## src/rtl/lcv_mul_acc_arb.sv

```systemverilog
// Round-robin arbiter sharing one pipelined signed MAC (a*b + c + d) among NUM_REQ requesters,
// with per-requester accumulators and an in-order response FIFO. Define LCV_MUL_ACC_ARB_SAT_EN to saturate results.
module lcv_mul_acc_arb #(
  parameter int NUM_REQ    = 4,
  parameter int LAT        = 1,
  parameter int FIFO_DEPTH = 4
) (
  input  logic                       clk,
  input  logic                       rst,
  input  logic [NUM_REQ-1:0]         req_valid,
  output logic [NUM_REQ-1:0]         req_ready,
  input  logic [NUM_REQ*16-1:0]      req_a,
  input  logic [NUM_REQ*16-1:0]      req_b,
  input  logic [NUM_REQ*33-1:0]      req_c,
  input  logic [NUM_REQ-1:0]         req_acc,
  output logic                       rsp_valid,
  input  logic                       rsp_ready,
  output logic [$clog2(NUM_REQ)-1:0] rsp_id,
  output logic [32:0]                rsp_data
);
  localparam int ID_W  = $clog2(NUM_REQ);
  localparam int PTR_W = $clog2(FIFO_DEPTH);
  localparam int CNT_W = $clog2(FIFO_DEPTH + 1) + 1;

  // Handshakes: op i issues on the edge where req_valid[i] & req_ready[i]; the FIFO head
  // pops on the edge where rsp_valid & rsp_ready. Requesters hold operands stable until granted.

  logic [ID_W-1:0]    r_ptr;
  logic [32:0]        r_acc    [NUM_REQ];
  logic               r_s_vld  [LAT];
  logic [ID_W-1:0]    r_s_id   [LAT];
  logic [15:0]        r_s_a    [LAT];
  logic [15:0]        r_s_b    [LAT];
  logic [32:0]        r_s_c    [LAT];
  logic [32:0]        r_s_d    [LAT];
  logic [ID_W-1:0]    r_f_id   [FIFO_DEPTH];
  logic [32:0]        r_f_data [FIFO_DEPTH];
  logic [PTR_W-1:0]   r_wr;
  logic [PTR_W-1:0]   r_rd;
  logic [CNT_W-1:0]   r_cnt;
  logic [CNT_W-1:0]   r_inflight;

  logic [NUM_REQ-1:0] w_busy;
  logic [NUM_REQ-1:0] w_elig;
  logic               w_space;
  logic               w_found;
  logic               w_issue;
  logic               w_push;
  logic               w_pop;
  logic [ID_W-1:0]    w_gnt_idx;
  logic [ID_W-1:0]    w_ptr_nxt;
  logic [15:0]        w_a_arr [NUM_REQ];
  logic [15:0]        w_b_arr [NUM_REQ];
  logic [32:0]        w_c_arr [NUM_REQ];
  logic [15:0]        w_sel_a;
  logic [15:0]        w_sel_b;
  logic [32:0]        w_sel_c;
  logic [32:0]        w_sel_d;
  logic signed [31:0] w_prod;
  logic [35:0]        w_sum;
  logic [32:0]        w_result;

  // A requester is busy while any of its ops sits in the MAC pipe.
  always_comb begin
    w_busy = '0;
    for (int s = 0; s < LAT; s++) begin
      if (r_s_vld[s]) w_busy[r_s_id[s]] = 1'b1;
    end
  end

  assign w_space = (r_cnt + r_inflight) < CNT_W'(FIFO_DEPTH);
  assign w_elig  = req_valid & ~(req_acc & w_busy) & {NUM_REQ{w_space}};

  always_comb begin
    logic [ID_W:0] v_sum;
    v_sum     = '0;
    w_found   = 1'b0;
    w_gnt_idx = '0;
    for (int k = 0; k < NUM_REQ; k++) begin
      v_sum = {1'b0, r_ptr} + (ID_W+1)'(k);
      if (v_sum >= (ID_W+1)'(NUM_REQ)) v_sum = v_sum - (ID_W+1)'(NUM_REQ);
      if (!w_found && w_elig[v_sum[ID_W-1:0]]) begin
        w_found   = 1'b1;
        w_gnt_idx = v_sum[ID_W-1:0];
      end
    end
  end

  assign w_issue   = w_found & ~rst;
  assign w_ptr_nxt = (w_gnt_idx == ID_W'(NUM_REQ - 1)) ? '0 : w_gnt_idx + ID_W'(1);

  always_comb begin
    req_ready = '0;
    if (w_issue) req_ready[w_gnt_idx] = 1'b1;
  end

  always_comb begin
    for (int i = 0; i < NUM_REQ; i++) begin
      w_a_arr[i] = req_a[16*i +: 16];
      w_b_arr[i] = req_b[16*i +: 16];
      w_c_arr[i] = req_c[33*i +: 33];
    end
  end

  assign w_sel_a = w_a_arr[w_gnt_idx];
  assign w_sel_b = w_b_arr[w_gnt_idx];
  assign w_sel_c = w_c_arr[w_gnt_idx];
  assign w_sel_d = req_acc[w_gnt_idx] ? r_acc[w_gnt_idx] : '0;

  assign w_prod = $signed(r_s_a[LAT-1]) * $signed(r_s_b[LAT-1]);
  assign w_sum  = {{4{w_prod[31]}}, w_prod}
                + {{3{r_s_c[LAT-1][32]}}, r_s_c[LAT-1]}
                + {{3{r_s_d[LAT-1][32]}}, r_s_d[LAT-1]};

`ifdef LCV_MUL_ACC_ARB_SAT_EN
  // The sum fits in 33 signed bits exactly when its top four bits agree; otherwise clamp by sign.
  always_comb begin
    if (w_sum[35:32] == 4'b0000 || w_sum[35:32] == 4'b1111) w_result = w_sum[32:0];
    else if (w_sum[35])                                     w_result = 33'h1_0000_0000;
    else                                                    w_result = 33'h0_FFFF_FFFF;
  end
`else
  assign w_result = w_sum[32:0];
`endif

  assign w_push = r_s_vld[LAT-1];
  assign w_pop  = rsp_valid & rsp_ready;

  always_ff @(posedge clk) begin
    if (rst) begin
      r_ptr      <= '0;
      r_wr       <= '0;
      r_rd       <= '0;
      r_cnt      <= '0;
      r_inflight <= '0;
      for (int i = 0; i < NUM_REQ; i++) r_acc[i] <= '0;
      for (int s = 0; s < LAT; s++) begin
        r_s_vld[s] <= 1'b0;
        r_s_id[s]  <= '0;
      end
    end else begin
      if (w_issue) r_ptr <= w_ptr_nxt;
      r_s_vld[0] <= w_issue;
      if (w_issue) r_s_id[0] <= w_gnt_idx;
      for (int s = 1; s < LAT; s++) begin
        r_s_vld[s] <= r_s_vld[s-1];
        r_s_id[s]  <= r_s_id[s-1];
      end
      if (w_push) begin
        r_wr                 <= r_wr + PTR_W'(1);
        r_acc[r_s_id[LAT-1]] <= w_result;
      end
      if (w_pop) r_rd <= r_rd + PTR_W'(1);
      if (w_push && !w_pop)      r_cnt <= r_cnt + CNT_W'(1);
      else if (!w_push && w_pop) r_cnt <= r_cnt - CNT_W'(1);
      if (w_issue && !w_push)      r_inflight <= r_inflight + CNT_W'(1);
      else if (!w_issue && w_push) r_inflight <= r_inflight - CNT_W'(1);
    end
  end

  // Operand pipe and FIFO storage need no reset: their valid bits and counters gate every use.
  always_ff @(posedge clk) begin
    if (w_issue) begin
      r_s_a[0] <= w_sel_a;
      r_s_b[0] <= w_sel_b;
      r_s_c[0] <= w_sel_c;
      r_s_d[0] <= w_sel_d;
    end
    for (int s = 1; s < LAT; s++) begin
      r_s_a[s] <= r_s_a[s-1];
      r_s_b[s] <= r_s_b[s-1];
      r_s_c[s] <= r_s_c[s-1];
      r_s_d[s] <= r_s_d[s-1];
    end
    if (w_push && !rst) begin
      r_f_id[r_wr]   <= r_s_id[LAT-1];
      r_f_data[r_wr] <= w_result;
    end
  end

  assign rsp_valid = (r_cnt != '0);
  assign rsp_id    = rsp_valid ? r_f_id[r_rd]   : '0;
  assign rsp_data  = rsp_valid ? r_f_data[r_rd] : '0;

endmodule

```

## config.mk

```make
export PLATFORM = sky130hd
export DESIGN_NAME = lcv_mul_acc_arb
export DESIGN_NICKNAME = d
export VERILOG_FILES = /design/src/rtl/lcv_mul_acc_arb.sv
export SDC_FILE = /design/constraint.sdc
export NUM_CORES = 1
export LEC_CHECK = 0
export ABC_AREA = 1
export BUFFER_PORTS_ARGS = -buffer_cell sky130_fd_sc_hd__buf_2
export CAP_MARGIN = 0
export CORE_ASPECT_RATIO = 0.75
export CORE_UTILIZATION = 40
export CTS_CLUSTER_DIAMETER = 30
export CTS_CLUSTER_SIZE = 28
export DETAILED_ROUTE_END_ITERATION = 10
export PLACE_DENSITY = 0.58
export SETUP_SLACK_MARGIN = 0.3
export SYNTH_ARGS = -nofsm -noshare
export SYNTH_HDL_FRONTEND = slang
export SYNTH_SLANG_ARGS = --single-unit
```

## constraint.sdc

```tcl
create_clock -name clk -period 17.6 [get_ports clk]
set_input_delay 2.64 -clock clk [delete_from_list [all_inputs] [get_ports clk]]
set_output_delay 2.64 -clock clk [all_outputs]
set_load 0.005 [all_outputs]
```

# Word-level counts from Yosys, hierarchy flattened
# Memory sizes are Yosys's and may differ from the RTL's. A register that Yosys moved wholly into a read port is not among the register bits.
# Cells that the tools add are included.
# op_classes
n_addsub	17
mul	1
magnitude_cmp	14
n_eq_ne	1
n_mux	68
bitwise_logic	8
reduce_logical	23
# op_table
operator	n
2-to-1 mux 33 bit	5
binary-select mux 33 bit (select 2 bit)	1
binary-select mux 16 bit (select 2 bit)	2
2-to-1 mux 16 bit	4
adder 32 x 33 -> 33 bit	1
adder 33 bit	1
OR reduction 33 bit	1
multiplier 16 x 16 -> 32 bit	1
2-to-1 mux 2 bit	16
2-to-1 mux 1 bit	27
2-to-1 mux 4 bit	6
< comparator 2 x 3 -> 1 bit (second input constant)	6
AND 4 bit	3
greater-or-equal comparator 3 bit (second input constant)	4
binary-select mux 1 bit (select 2 bit)	5
logical AND 1 bit	10
adder 4 x 1 -> 4 bit (second input constant)	2
subtractor 2 x 1 -> 2 bit (second input constant)	4
subtractor 4 x 1 -> 4 bit (second input constant)	2
logical NOT 1 bit	7
adder 2 x 1 -> 2 bit (second input constant)	3
adder 2 x 2 -> 3 bit (second input constant)	2
adder 4 bit	1
demux 1 bit (select 2 bit)	2
other kinds (13)	16
# totals
regBits	14
ramBits	373
inputBits	271
out_inout_bits	40
wordCells	146
n_memories	9
# memory_table
name	depth	word_bits	rd	rd_clocked_by_memory_dff	wr	line_no	source
r_acc	4	33	1	0	4	29	logic [32:0] r_acc [NUM_REQ];
r_f_data	4	33	1	1	1	37	logic [32:0] r_f_data [FIFO_DEPTH];
r_s_c	1	33	1	0	1	34	logic [32:0] r_s_c [LAT];
r_s_d	1	33	1	0	1	35	logic [32:0] r_s_d [LAT];
r_s_a	1	16	1	0	1	32	logic [15:0] r_s_a [LAT];
r_s_b	1	16	1	0	1	33	logic [15:0] r_s_b [LAT];
3 more memories	--	--	--	--	--	--	

# Logic depth before layout (Yosys ltp)
# Gate-level depths: netlist of the first run.
# logic_depth
word_depth	27
depth_mapped	32
mapped_depth_nobuf	30

# Worst setup path after synthesis of the first run
# Ideal clock, no wire load.
# synth_path
path_kind	input-to-reg
start	input req_acc[0]
end	register r_inflight[3]
t_arrival_ns	6.962
required_ns	17.481
slack_ns	10.519
cell_stages	19
path_cell_list	nand2_1 > nor3_1 > nor2_1 > nand4_1 > nand2_1 > nor2_1 > nand4_1 > nand2_1 > inv_1 > ha_1 > inv_1 > ha_1 > and3_1 > a211oi_1 > nor2_1 > nor2_1 > nand2_1 > o21ai_0 > a21oi_1
# synth_between
elab_chain_cells	20
word_cells_on_any_way	28
classes_between	mux: 13; bitwise: 5; reduce/logical: 10
# synth_lines
item	line_no	source
from (decl)	15	input logic [NUM_REQ-1:0] req_acc,
AND 4 bit (*)	72	assign w_elig = req_valid & ~(req_acc & w_busy) & {NUM_REQ{w_space}};
inverter 4 bit (*)	72	
AND 4 bit (*) (2 in series)	72	
binary-select mux 1 bit (select 2 bit)	82	if (!w_found && w_elig[v_sum[ID_W-1:0]]) begin
2-to-1 mux 1 bit (implied by the code)	82	
2-to-1 mux 1 bit	82	
logical NOT 1 bit	82	
logical AND 1 bit	82	
[... 4 more ...]	--	
logical NOT 1 bit	82	
logical AND 1 bit	82	
2-to-1 mux 1 bit (*)	82	
AND 1 bit (*)	89	assign w_issue = w_found & ~rst;
via w_issue	47	logic w_issue;
logical NOT 1 bit	157	else if (!w_issue && w_push) r_inflight <= r_inflight - CNT_W'(1);
logical AND 1 bit	157	
nonzero test 2 bit (no line)	--	
to (signal assigned)	156	if (w_issue && !w_push) r_inflight <= r_inflight + CNT_W'(1);
to (signal assigned)	157	
to (decl)	41	logic [CNT_W-1:0] r_inflight;
# The timed path passes the listed nets; every way through them passes the cells marked *. The select of a mux whose other input is x is not followed.
# A chain may end at the register's enable or synchronous reset.

# Worst setup path in the final report of the first run
# layout_path
start	input req_acc[3]
end	output req_ready[3]
# layout_between
elab_chain_cells	21
word_cells_on_any_way	33
classes_between	order compare: 2; mux: 19; bitwise: 5; reduce/logical: 7
# layout_lines
item	line_no	source
AND 4 bit (*)	72	
inverter 4 bit (*)	72	
AND 4 bit (*) (2 in series)	72	
binary-select mux 1 bit (select 2 bit)	82	
2-to-1 mux 1 bit (implied by the code)	82	
2-to-1 mux 1 bit	82	
logical NOT 1 bit	82	
logical AND 1 bit	82	
[... 4 more ...]	--	
logical NOT 1 bit	82	
logical AND 1 bit	82	
2-to-1 mux 2 bit	82	
< comparator 2 x 3 -> 1 bit (implied by the code) / greater-or-equal comparator 2 x 1 -> 1 bit (equally long branches)	94	if (w_issue) req_ready[w_gnt_idx] = 1'b1;
logical AND 1 bit (implied by the code)	94	
2-to-1 mux 1 bit (implied by the code)	94	
demux 1 bit (select 2 bit)	94	
2-to-1 mux 4 bit (*)	94	
to (decl)	11	output logic [NUM_REQ-1:0] req_ready,
# Mark *: on every way between the ends. The rest lies on a longest branch, timed or not. The select of a mux whose other input is x is not followed.

==> metrics.csv, run 1 <==
metric,value,unit
fill count,7358,
die width,323,um
slew at the pin closest to its max-slew limit,1.04,ns
Layout Skew,0.0170,ns
unrepaired setup endpoints after global routing,no,
final-layout setup total negative slack,0,ns
buffer type at the clock tree root,clkbuf_16,
largest family of logic cells by synthesized area,adder cells,
clock latency of the later-clocked register in the worst-skew pair,0.62,ns
most used flip-flop cell after synthesis,edfxtp_1,
residual antenna-violating net count after detailed routing,0,
number of diodes added for antenna fixing,0,
area delta synth->final,16.6,%
clock tree from TritonCTS,yes,
total grt overflow,0,
FF-to-FF Start,r_s_b[0][0]$_DFFE_PP_,
list of cells traversed by the critical path,"buf_2, inv_1, nor2_1, nor2_1, nand3_1, nand2_1, nand3_1, nand2_1, nand3_1, nand3_2, buf_4, nand2_8, buf_4, inv_2, ha_1, inv_1, nor2_1, buf_2",
average detailed-routed wire length per instance,16.6,um
syn_nets,4192,
fin nets,4438,
final wirelength,79700,um
Required @ worst endpoint,14.96,ns
IO Count,311,
number of vias per cell,4.81,
Initial DRC Count,1749,
path type of the worst min-delay path,reg2reg,
share of flip-flops with an asynchronous set or reset,0,
number of cells traversed by the worst hold path,1,
Yosys warnings,0,
placeable core area,0.0758,mm2
sequential element share of the synthesized area,0.373,
number of enable flip-flop cells after synthesis,372,
worst slew margin relative to its limit,0.308,
"most common cell after layout, fill and taps aside",inv_1,
xor and xnor area share after synthesis,0.0105,
TritonCTS buffer count,82,
Multi-input gate area,0.0154,mm2
Post-Synthesis Cell Area,0.0309,mm2
pin count of the biggest net entering global routing,83,
FMAX,118,MHz
clock transition at the register clock pins on the worst setup and hold paths after CTS,0.05,ns
CP endpoint kind,output port,
largest fanout on the critical path,71,
Hold Path Origin,r_rd[0]$_SDFFE_PP0P_,
WP data arrival,5.86,ns
number of cells on the worst reg-to-reg path,21,
buffering stage count on the worst path with inverters included,7,
mux cell area share after synthesis,0,
post-CTS setup-driven buffer insertion count,0,
final setup violation count,0,
final slew viol count,0,
maximum single-stage delay on the critical path,0.62,ns
cts hold-fix bufs,0,
Register Area,0.0115,mm2
TritonRoute pass-1 iters,5,
H-tree depth,3,
worst setup slack after placement,9.07,ns
highest-delay cell along the critical path,buf_4,
via count of the first global-routing pass,22800,
placement row count,87,
Die ar.,0.0783,mm2
quantity of gates resized following cts,0,
Die Y,243,um
Max Root-Sink Buffers,3,
status,completed,
Synth Area in Compound Gates,0.0711,
first-pass GRT wire length,126000,um
Avg Synthesized Cell Area,8.88,um2
R2R setup slack,10.02,ns
gate count after technology mapping,3475,
ratio of cells with drive above 1 in the final layout,0.134,
Initial Utilization,0.407,
residual DRC count,0,
critical path class,in2out,
cell class contributing the biggest share of worst-path delay,buffers and inverters,
count of clock tree sinks,389,
vias after detailed routing,23100,
RD Place Congestion,0.894,
final worst path period need,8.50,ns
antenna violations before repair,1,
"Period Utilization, post-route",0.483,
area share of fa/ha/maj cells after synthesis,0.262,
worst setup slack after layout,9.10,ns
Seq cells post-synth,389,
number of port buffers,310,
number of distinct library cells after synthesis,39,
DPL Wire Length,56900,um
reg-to-reg endpoint,r_acc[2][26]$_SDFFCE_PN0P_,
Synth Area in Simple Gates,0.154,
most frequent cells in the layout,"inv_1, nand2_1, nor2_1",
count of endpoints failing hold in the final timing report,0,
Max-cap violations,0,
Total Routing Usage GR,0.206,
WHS,0.475,ns
type of element launching the critical path,input pin,
cells in the mapped netlist (all sizes together) (2+ instances only):
library cell / instances / area share
a211oi: 3 / 0.00073
a21boi: 3 / 0.00073
a21oi: 76 / 0.012
a31oi: 2 / 0.00041
and3: 2 / 0.00041
buf: 74 / 0.013
clkbuf: 99 / 0.012
dfxtp: 17 / 0.011
edfxtp: 372 / 0.36
fa: 332 / 0.22
ha: 114 / 0.046
inv: 856 / 0.10
nand2: 574 / 0.070
nand3: 175 / 0.029
nand4: 13 / 0.0026
nor2: 384 / 0.047
nor3: 10 / 0.0016
nor4: 4 / 0.00081
o211ai: 67 / 0.016
o21a: 3 / 0.00073
o21ai: 235 / 0.038
o21bai: 3 / 0.00073
or2: 13 / 0.0026
xnor2: 18 / 0.0051
xor2: 19 / 0.0054
worst reg2reg max path, stage by stage (launching register included):
cell,delay (ns)
edfxtp_1,0.86
nand2_1,0.19
inv_1,0.77
fa_1,0.55
inv_1,0.08
fa_1,0.43
fa_1,0.46
fa_1,0.51
inv_1,0.05
fa_1,0.52
inv_1,0.05
fa_1,0.47
inv_1,0.04
ha_1,0.38
nand2_1,0.13
nor4_1,0.38
nand4_1,0.19
nand3_1,0.28
a21oi_1,0.14
xnor2_1,0.56
nand2_1,0.24
nor2_1,0.14
final cells by class:
cell class	instances	area share
well taps	1023	0.0356
inverters	857	0.0895
repair buffers	335	0.0483
clock buffers	92	0.0595
flip-flops and latches	389	0.320
multi-input cells	2056	0.429
clock inverters	56	0.0184
sequential cells by signal, summed over array words and instances (netlist names), named ones only:
register    count
r_acc         132
r_cnt           4
r_f_data      132
r_f_id          8
r_inflight      4
r_ptr           2
r_rd            2
r_s_a          16
r_s_b          16
r_s_c          33
r_s_d          33
r_s_id          2
r_s_vld         1
r_wr            2
layer usage:
layer  track usage  share of wire  vias up
met5             0        0.00016        -
met3        0.0364          0.062      110
met2         0.323           0.46      700
met4        0.0503          0.020        2
met1         0.296           0.46    11200
li1              -              -    11200
metrics by stage:
step	area, um2	utilization	instances
5_1_grt	36000	0.475	4808
2_1_floorplan	30900	-	3475
6_report	36000	0.475	4808
3_5_place_dp	33200	0.438	4660
4_1_cts	36000	0.475	4808
3_3_place_gp	33200	0.438	4660
worst max path at each step:
stage | from | to | slack, ns | cells past startpoint
2_1_floorplan | req_acc[0] | r_inflight[3]$_SDFFE_PP0P_ | 10.52 | 19
3_3_place_gp | req_acc[3] | req_ready[3] | 9.10 | 18
3_5_place_dp | req_acc[0] | req_ready[3] | 9.07 | 17
4_1_cts | req_acc[0] | req_ready[3] | 9.05 | 17
5_1_grt | req_acc[0] | req_ready[1] | 8.74 | 17
6_report | req_acc[3] | req_ready[3] | 9.10 | 18
kinds of logic (layout without fill, tap and decap cells):
kind of cell / count (synthesis) / in the layout
compound gates: 396 / 396
simple gates: 1177 / 1177
buf+inv: 1030 / 1340
xor+xnor: 37 / 37
flops: 389 / 389
fa+ha+maj: 446 / 446
Power of run 1 is not shown: default switching activity piles up to over one toggle a cycle in this logic, so the estimate is an artifact.
==> inputs of run 2 (changes only) <==
--- a/config.mk
+++ b/config.mk
@@ -5,7 +5,7 @@
 export SDC_FILE = /design/constraint.sdc
 export NUM_CORES = 1
 export LEC_CHECK = 0
-export ABC_AREA = 1
+export ABC_AREA = 0
 export BUFFER_PORTS_ARGS = -buffer_cell sky130_fd_sc_hd__buf_2
 export CAP_MARGIN = 0
 export CORE_ASPECT_RATIO = 0.75
==> constraint.sdc (replaced) <==
create_clock -name clk -period 8.45 [get_ports clk]
set_input_delay 1.2675 -clock clk [delete_from_list [all_inputs] [get_ports clk]]
set_output_delay 1.2675 -clock clk [all_outputs]
set_load 0.005 [all_outputs]
==> metrics.csv, run 2 <==
metric,value,unit,change
residual DRC count,0,,unchanged
H-tree depth,3,,unchanged
TritonCTS buffer count,85,,+3.7%
clock tree from TritonCTS,yes,,
vias after detailed routing,21300,,-8.1%
antenna violations before repair,1,,unchanged
die width,316,um,-2.0%
Post-Synthesis Cell Area,0.0296,mm2,-4.0%
TritonRoute pass-1 iters,7,,+2
Hold Path Origin,r_inflight[3]$_SDFFE_PP0P_,,
Layout Skew,0.0344,ns,+0.0173 ns
buffer type at the clock tree root,clkbuf_16,,
clock transition at the register clock pins on the worst setup and hold paths after CTS,0.05,ns,about the same
share of flip-flops with an asynchronous set or reset,0,,unchanged
via count of the first global-routing pass,22100,,-3.1%
most used flip-flop cell after synthesis,edfxtp_1,,
FF-to-FF Start,r_s_b[0][0]$_DFFE_PP_,,
final-layout setup total negative slack,0,ns,unchanged
Initial DRC Count,1571,,-10%
Synth area leaders,"edfxtp_1, fa_1, inv_1, nand2_1, ha_1",,
mux cell area share after synthesis,0.0283,,+0.0283
Yosys warnings,0,,unchanged
Avg Synthesized Cell Area,10.7,um2,+21%
number of distinct library cells after synthesis,68,,+74%
post-CTS setup-driven buffer insertion count,0,,unchanged
Total Routing Usage GR,0.209,,+0.00330
R2R setup slack,1.24,ns,-8.78 ns
final wirelength,77900,um,-2.3%
fin nets,3748,,-16%
final slew viol count,0,,unchanged
status,completed,,
leading area contributor after synthesis,edfxtp_1,,
FMAX,139,MHz,
Max-cap violations,0,,unchanged
syn_nets,3479,,-17%
Die Y,238,um,-2.0%
critical path class,reg2reg,,
average detailed-routed wire length per instance,19.1,um,+15%
DPL Wire Length,56700,um,-0.34%
number of vias per cell,5.22,,+8.4%
most frequent cells in the layout,"inv_1, nand2_1, edfxtp_1",,
final worst path period need,7.21,ns,
top post-synthesis cells by count,"inv_1, nand2_1, edfxtp_1, fa_1, and2_1",,
residual antenna-violating net count after detailed routing,0,,unchanged
unrepaired setup endpoints after global routing,no,,
final setup violation count,0,,unchanged
Seq cells post-synth,389,,unchanged
cts hold-fix bufs,0,,unchanged
area delta synth->final,17.7,%,
largest family of logic cells by synthesized area,adder cells,,
count of endpoints failing hold in the final timing report,0,,unchanged
area share of fa/ha/maj cells after synthesis,0.272,,+0.0109
xor and xnor area share after synthesis,0.0127,,+0.00217
type of element launching the critical path,flip-flop,,
largest fanout on the critical path,18,,-75%
Required @ worst endpoint,8.75,ns,-6.21 ns
gate count after technology mapping,2762,,-21%
placeable core area,0.0734,mm2,-3.1%
RD Place Congestion,0.886,,-0.92%
Synth Area in Simple Gates,0.160,,+0.00560
slew at the pin closest to its max-slew limit,1.23,ns,+0.192 ns
clock latency of the later-clocked register in the worst-skew pair,0.63,ns,about the same
Initial Utilization,0.404,,-0.00358
sequential element share of the synthesized area,0.388,,+0.0155
number of port buffers,310,,unchanged
count of clock tree sinks,389,,unchanged
Synth Area in Compound Gates,0.0606,,-0.0106
leading cell type by number of instances after synthesis,inv_1,,
Die ar.,0.0752,mm2,-4.0%
ratio of cells with drive above 1 in the final layout,0.170,,+0.0362
total grt overflow,0,,unchanged
quantity of gates resized following cts,0,,unchanged
CP endpoint kind,flip-flop,,
placement row count,86,,-1.1%
Max Root-Sink Buffers,3,,unchanged
"most common cell after layout, fill and taps aside",inv_1,,
worst slew margin relative to its limit,0.170,,-0.138
number of enable flip-flop cells after synthesis,372,,unchanged
area share of the largest cell type after synthesis,0.377,,+0.0150
WP data arrival,7.50,ns,+1.64 ns
"Period Utilization, post-route",0.853,,
leading registers by flop count,"r_acc x132, r_f_data x132",,
first-pass GRT wire length,121000,um,-3.5%
path type of the worst min-delay path,reg2reg,,
IO Count,311,,unchanged
CP startpoint,r_s_b[0][0]$_DFFE_PP_,,
pin count of the biggest net entering global routing,117,,+41%
## run 2: through the flow
| stage | setup slack, ns | std cells | cell area [um2] | utilization | hold slack, ns |
|---|---|---|---|---|---|
| floorplan | 2.11 | 2762 | 29600 | - | 0.470 |
| detailed placement | 1.36 | 3912 | 31900 | 0.435 | 0.498 |
| CTS | 1.34 | 4072 | 34900 | 0.475 | 0.505 |
| global route | 0.801 | 4073 | 34900 | 0.475 | 0.557 |
| finish | 1.24 | 4073 | 34900 | 0.475 | 0.510 |
| global placement | 1.40 | 3912 | 31900 | 0.435 | 0.486 |
## run 2: area by class of cell
cell class / instances / area (um2)
flip-flops and latches: 389 / 11500
repair buffers: 329 / 1690
diodes: 1 / 2.50
clock inverters: 61 / 737
clock buffers: 99 / 2230
multi-input cells: 1787 / 15800
inverters: 439 / 1650
fillers: 6721 / 38500
well taps: 968 / 1210
## run 2: logic make-up (layout without fill, tap and decap cells)
group	Yosys count	in the layout
AND/OR/NAND/NOR	997	997
buffers and inverters	586	928
adder cells (fa/ha/maj)	446	446
flip-flops	389	389
AO/OA/AOI/OAI	262	262
XOR/XNOR	42	42
multiplexers	40	40
other	0	1
## run 2: worst max-delay path: stages (launching register included)
cell and delay [ns]:
edfxtp_1 0.75, and2_1 0.22, buf_4 0.30, fa_1 0.47
inv_1 0.08, fa_1 0.43, fa_1 0.36, inv_1 0.09
fa_1 0.42, fa_1 0.54, inv_1 0.05, fa_1 0.47
inv_1 0.04, ha_1 0.35, a21oi_1 0.39, nand2_1 0.12
a211oi_2 0.42, o21bai_1 0.24, a21o_1 0.20, a211oi_1 0.74
inv_1 0.19
## run 2: final timing paths
path,to,depth (start not counted)
worst max-delay path,r_f_data[3][25]$_DFFE_PP_,20
worst min-delay path,r_inflight[3]$_SDFFE_PP0P_,2
worst max register to register,r_f_data[3][25]$_DFFE_PP_,20
worst min register to register,r_inflight[3]$_SDFFE_PP0P_,2
## run 2: per-layer routing
metal	global-route usage	up-vias	wire, um	part of all wire
met5	0	-	0	0
met4	0.0503	0	1490	0.019
met3	0.0399	94	5100	0.065
met2	0.346	728	38200	0.49
met1	0.284	10800	33100	0.42
li1	-	9666	-	-
Power of run 2 is left out for the same reason.
